==> src/rtl/song_note_sequencer.sv <==
// -----------------------------------------------------------------------------
// song_note_sequencer
//
// Note-loading front end for the harmonic chord player. Walks a synchronous
// song ROM one entry at a time and hands each entry to the player as a
// one-cycle load strobe with its note and duration. Advance entries carry
// activate=1. After one of those, the sequencer parks until the player's
// advance counter drains (activate_done) before it fetches further entries.
//
// Ports
//   clk            system clock
//   reset          asynchronous active-low reset
//   play           1 = sequencing enabled, 0 = paused (only gates ISSUE)
//   song           selected song
//   activate_done  player's advance counter is zero
//   rom_addr       {song, entry index}, combinational
//   rom_data       ROM word, valid one cycle after rom_addr
//   note_to_load   note number of the current load (0 when no load)
//   duration       duration in beats of the current load (0 when no load)
//   load_new_note  one-cycle load strobe
//   activate       current load is an advance entry
//   song_done      end of song reached
//
// ROM word: [15] advance, [14:9] note, [8:3] duration, [2:0] reserved.
// An all-zero word ends the song.
// -----------------------------------------------------------------------------
module song_note_sequencer #(
  parameter int SONG_BITS  = 2,
  parameter int ENTRY_BITS = 5
) (
  input  logic                          clk,
  input  logic                          reset,
  input  logic                          play,
  input  logic [SONG_BITS-1:0]          song,
  input  logic                          activate_done,
  output logic [SONG_BITS+ENTRY_BITS-1:0] rom_addr,
  input  logic [15:0]                   rom_data,
  output logic [5:0]                    note_to_load,
  output logic [5:0]                    duration,
  output logic                          load_new_note,
  output logic                          activate,
  output logic                          song_done
);

  typedef enum logic [2:0] {
    S_IDLE,
    S_FETCH,
    S_ISSUE,
    S_ARM,
    S_WAIT_ADV,
    S_DONE
  } state_t;

  typedef struct packed {
    logic       adv;
    logic [5:0] note;
    logic [5:0] dur;
    logic [2:0] rsvd;
  } entry_t;

  state_t                 state;
  entry_t                 entry;
  logic [ENTRY_BITS-1:0]  idx;
  logic [SONG_BITS-1:0]   song_q;

  logic song_chg;
  logic idx_last;
  logic entry_end;
  logic issue_go;

  // A new song selection aborts whatever is in flight. In IDLE the index is
  // already zero, so a change there needs no action.
  assign song_chg  = (song != song_q) && (state != S_IDLE);
  assign idx_last  = &idx;
  // The end marker is the whole word being zero, reserved bits included.
  assign entry_end = (entry == '0);

  // The strobe is a same-cycle decode: play must be able to hold an entry in
  // ISSUE, and a song change in the ISSUE cycle must suppress the load.
  assign issue_go  = (state == S_ISSUE) && play && !song_chg && !entry_end;

  assign rom_addr  = {song, idx};

  always_ff @(posedge clk or negedge reset) begin
    if (!reset) begin
      state  <= S_IDLE;
      idx    <= '0;
      entry  <= '0;
      song_q <= '0;
    end else begin
      song_q <= song;
      if (song_chg) begin
        state <= S_IDLE;
        idx   <= '0;
      end else begin
        case (state)
          S_IDLE: begin
            idx <= '0;
            if (play) state <= S_FETCH;
          end
          // rom_addr has been stable for this cycle; capture the word.
          S_FETCH: begin
            entry <= entry_t'(rom_data);
            state <= S_ISSUE;
          end
          S_ISSUE: begin
            if (entry_end) begin
              state <= S_DONE;
            end else if (play) begin
              if (entry.adv) begin
                state <= S_ARM;
              end else if (idx_last) begin
                // Never roll into the next song's entries.
                state <= S_DONE;
              end else begin
                idx   <= idx + 1'b1;
                state <= S_FETCH;
              end
            end
          end
          // The player loads its advance counter during this cycle, so
          // activate_done still reflects the previous advance here.
          S_ARM: begin
            if (idx_last) begin
              state <= S_DONE;
            end else begin
              idx   <= idx + 1'b1;
              state <= S_WAIT_ADV;
            end
          end
          S_WAIT_ADV: begin
            if (activate_done) state <= S_FETCH;
          end
          S_DONE: begin
            if (!play) state <= S_IDLE;
          end
          default: state <= S_IDLE;
        endcase
      end
    end
  end

  always_comb begin
    load_new_note = issue_go;
    activate      = issue_go && entry.adv;
    note_to_load  = issue_go ? entry.note : 6'd0;
    duration      = issue_go ? entry.dur  : 6'd0;
    song_done     = (state == S_DONE);
  end

endmodule

==> config.mk <==
export PLATFORM = sky130hd
export DESIGN_NAME = song_note_sequencer
export DESIGN_NICKNAME = d
export VERILOG_FILES = /design/src/rtl/song_note_sequencer.sv
export SDC_FILE = /design/constraint.sdc
export NUM_CORES = 1
export LEC_CHECK = 0
export ABC_AREA = 1
export BUFFER_PORTS_ARGS = -buffer_cell sky130_fd_sc_hd__buf_2
export CAP_MARGIN = 20
export CORE_ASPECT_RATIO = 1.25
export CORE_MARGIN = 5
export CORE_UTILIZATION = 30
export DETAILED_ROUTE_END_ITERATION = 12
export GPL_ROUTABILITY_DRIVEN = 0
export GPL_TIMING_DRIVEN = 1
export HOLD_SLACK_MARGIN = 0.15
export PLACE_DENSITY = 0.49
export RECOVER_POWER = 25
export SYNTH_ARGS = -nofsm -noshare
export SYNTH_HDL_FRONTEND = slang
export SYNTH_SLANG_ARGS = --single-unit
==> constraint.sdc <==
create_clock -name clk -period 3.04 [get_ports clk]
set_clock_uncertainty 0.2 [all_clocks]
set_input_delay 0.456 -clock clk [delete_from_list [all_inputs] [get_ports clk]]
set_output_delay 0.456 -clock clk [all_outputs]
set_load 0.01 [all_outputs]
Word-level counts from Yosys, hierarchy flattened:

Index checks and enable logic that the tools add are counted.

* register bits: 26
* bits of input ports: 22
* word-level logic and storage cells: 55

* add/sub/neg operators: 1
* equal/unequal tests: 13
* muxes and demuxes: 18
* bitwise logic cells: 1
* reductions and logical operators: 15

Operator list (number)
* 5-bit two-way mux: 5
* 3-bit two-way mux: 8
* 3-bit one-hot mux with 6 select lines: 1
* 16-bit logical NOT: 1
* 3-bit != test (second input constant): 5
* 5-bit one-hot mux with 3 select lines: 1
* 6-bit two-way mux: 2
* 4-bit AND reduction: 2
* 3-bit by 2-bit == test with 1-bit output (second input constant): 2
* 3-bit == test (second input constant): 2
* 5-bit by 1-bit adder with 5-bit output (second input constant): 1
* 1-bit logical AND: 5
* 5-bit AND reduction: 1
* 4-bit != test (second input constant): 1
* 4-bit nonzero test: 1
* 3-bit by 1-bit == test with 1-bit output (second input constant): 1
* 3-bit logical NOT: 1
* 3-bit by 2-bit != test with 1-bit output (second input constant): 1
* 3-bit nonzero test: 1
* 1-bit logical NOT: 2
* 2-bit != test: 1
* 2-bit AND reduction: 1
* 1-bit two-way mux: 1
* 1-bit inverter: 1

Longest topological paths before layout:

* word-level depth: 7
* gate-level depth with buffers: 12

Worst setup path after synthesis:

No wires, ideal clock.

* kind: input port to output port
* start: input port song[0]
* end: output port duration[0]
* arrival: 1.415 ns
* required time: 2.384 ns
* setup slack: 0.969 ns
* cell stages on the path: 12
* buffers on the path: 1
* path through: inv_1 -> nand2_1 -> nand2_1 -> nand2_1 -> nand2_4 -> inv_2 -> nor2_4 -> inv_2 -> nor2_4 -> inv_2 -> buf_6 -> nor2_2

* cells in the longest elaborated chain, start to end: 6

Ends and longest elaborated chain
* from (decl): line 34 `input logic [SONG_BITS-1:0] song,`
* 2-bit != test: line 73 `assign song_chg = (song != song_q) && (state != S_IDLE);`
* 1-bit logical AND: line 73
* 1-bit logical NOT: line 80 `assign issue_go = (state == S_ISSUE) && play && !song_chg && !entry_end;`
* 1-bit logical AND (2 in series): line 80
* net load_new_note: line 40 `output logic load_new_note,`
* 6-bit two-way mux: line 147 `duration = issue_go ? entry.dur : 6'd0;`
* to (decl): line 39 `output logic [5:0] duration,`

The timed path passes the listed nets, and every way through them passes these cells.

Worst setup path after layout:

* start: input port song[1]
* end: output port duration[0]

* cells in the longest elaborated chain, start to end: 6

Ends and longest elaborated chain (line)
* 2-bit != test: 73
* 1-bit logical AND: 73
* 1-bit logical NOT: 80
* 1-bit logical AND (2 in series): 80
* 6-bit two-way mux: 147

No other way between the ends.

==> reports/results.ini <==
[layout]
syn2layout_area_growth_pct=17.7
regArea_um2=651
multi_input_area_um2=758
antennaDiodeCount=0
fin_nets=268
n_fill_cell=574
drive_gt1_share_pct=39.3

[detailed_routing]
met1_length_um=1560
met3RoutedLength_um=217
viasPerCell=4.20
drt_iter0_drc=32
firstDrtPassIters=4
drc=0
avgRoutedWirePerCell_um=11.0
routed_wl_um=3360
top_layer=met4
route.met2.wl_um=1560
via_count=1278
drtAntennaViolNets=0

[synth]
synth_edf_count=0
yosysMostFrequentCell=nand2_1
syn_area_per_cell_um2=8.05
synth_top_cell_area_share_pct=40.4
synthTopCellsByCount=nand2_1, inv_1, dfrtp_1
syn_inst=200
ys.flop_type=dfrtp_1
ys_seq_elements=26
seq_area_frac_synth_pct=40.4
syn_nets=224
synth_top_area_cell=dfrtp_1
syn-cell-area_um2=1610
synth.area.top_cells=dfrtp_1, nand2_1, nor2_2, a21oi_2, inv_1
synth_cell_types=26
async_reset_ff_share_pct=100
yosys_warnings=0

[worst_setup_path]
critPathMaxFanout=12
cp-end-kind=primary output
crit_path_start_kind=primary input
critPathKind=in -> out
critPathArrivalTime_ns=2.13
required_ns=2.38

[worst_hold_path]
hp-class=in -> reg

[die]
num_rows=29
die-area_um2=6940
core_um2=5150
pin_count=44
die_w_um=75.5
start_util_pct=31.2
fp.dieH_um=91.9

[sta]
fin_setup_tns_ns=0
period_needed_ns=2.79
finalSetupViolations=0
max_freq_mhz=359
worst_pin_slew_ns=1.45
maxSlewViolCount=0
fin_crit_sh_pct=91.7
rsz0062_at_grt=no
slew_headroom_pct=3.41
hold_viol=0

[place]
portBuffers=43
hpwl_um=2640

[pwr]
finalPower_mw=1.21
p_leak_nw=1.03
ir_worst_vdd_mv=0.203
power_density_nw_per_um2=641

[clocking]
clkSlewWorstSetupHoldPaths_ns=0.09
htree_levels=1
cts_root_buf=clkbuf_8
tritoncts=done
cts_setup_buffers=0
clk-insertion-delay-late_ns=0.27
clockBufferDepth=2
cts_inserted_buffers=3
cts_sinks=26

[global_route]
grt_pass1_vias=1239
grt_max_degree=33
antenna_found_initial=0
grt-ovfl-total=0
grt_usage_pct=10.2
grt_pass1_wl_um=5640

[flow_run]
cap_violations=0

[run_status]
outcome=completed

-- path summary, 6_finish.rpt --
| check | from | endpoint | slack (ns) | cells past startpoint |
|---|---|---|---|---|
| max in group asynchronous | reset | entry[2] | 0.94 | 2 |
| hold reg to reg | entry[1] | entry[1] | 0.29 | 2 |
| hold / removal | rom_data[14] | entry[14] | 0.22 | 3 |
| min in group asynchronous | reset | entry[13] | 0.85 | 2 |
| setup / recovery | song[1] | duration[0] | 0.25 | 14 |
| setup reg to reg | idx[0] | idx[4] | 1.02 | 9 |
-- worst max-delay path: stages --
cell	delay [ns]
dlygate4sd3_1	0.53
clkbuf_1	0.13
inv_1	0.06
nand2_1	0.04
nand2_1	0.10
nand2_1	0.12
nand2_4	0.10
inv_2	0.05
nor2_4	0.07
inv_2	0.05
nor2_4	0.10
inv_4	0.09
nor2_2	0.08
buf_2	0.13
-- cell usage in the layout (no fill, tap or decap), drive strengths merged --
master | synthesis | routed
xor2 | 1 | 1
dlygate4sd3 | 0 | 3
ha | 2 | 2
o21ai | 4 | 4
buf | 7 | 41
or2 | 1 | 1
nand3 | 10 | 10
a21oi | 17 | 17
dfrtp | 26 | 26
clkbuf | 0 | 5
and3 | 1 | 1
inv | 32 | 32
nor2 | 50 | 50
nand4 | 6 | 6
nand2 | 40 | 40
xnor2 | 1 | 1
nor3 | 2 | 2
-- final cells by class --
type | instances | area share [%]
clock buffer | 3 | 2.18
sequential | 26 | 34.4
timing repair buffer | 46 | 12.8
inverter | 32 | 6.48
tap | 62 | 4.10
multi-input combinational | 135 | 40.1
-- timing repair --
action | 4_1_cts | 5_1_grt
hold endpoints to repair | 28 | 0
endpoints found under the setup margin | 0 | 5
hold buffers | 3 | 0
gates resized for setup | 0 | 2
-- cell families after synthesis --
logic type / count (synthesis) / share of synthesized area (%)
flops: 26 / 40.4
fa+ha+maj: 2 / 1.55
compound gates: 21 / 10.3
xor+xnor: 2 / 1.09
simple gates: 110 / 34.2
buf+inv: 39 / 12.4
-- registers in the layout, summed over array words and instances (netlist names) --
name	count
idx	5
song_q	2
entry	16
state	3
-- report_power, final --
group	internal [mW]	switching [mW]	total [mW]
sequential	0.456	0.0744	0.531
clock	0.0886	0.103	0.192
combinational	0.183	0.308	0.491
-- through the flow --
stage	instances	worst slack, ns	cell area, um2	hold slack [ns]	utilization [%]
4_1_cts	304	0.204	1890	0.222	36.7
5_1_grt	304	0.00759	1890	0.223	36.7
3_5_place_dp	298	0.739	1820	0.273	35.4
2_1_floorplan	200	0.969	1610	-0.0396	-
6_report	304	0.253	1890	0.221	36.7
3_3_place_gp	298	0.733	1820	0.269	35.4
-- metal layers --
layer | global-route usage [%] | up-vias
li1 | - | 698
met1 | 13.9 | 551
met2 | 16.4 | 27
met3 | 1.86 | 2
met4 | 2.62 | 0
met5 | 0 | -
Power figures use the tool's default switching activity.
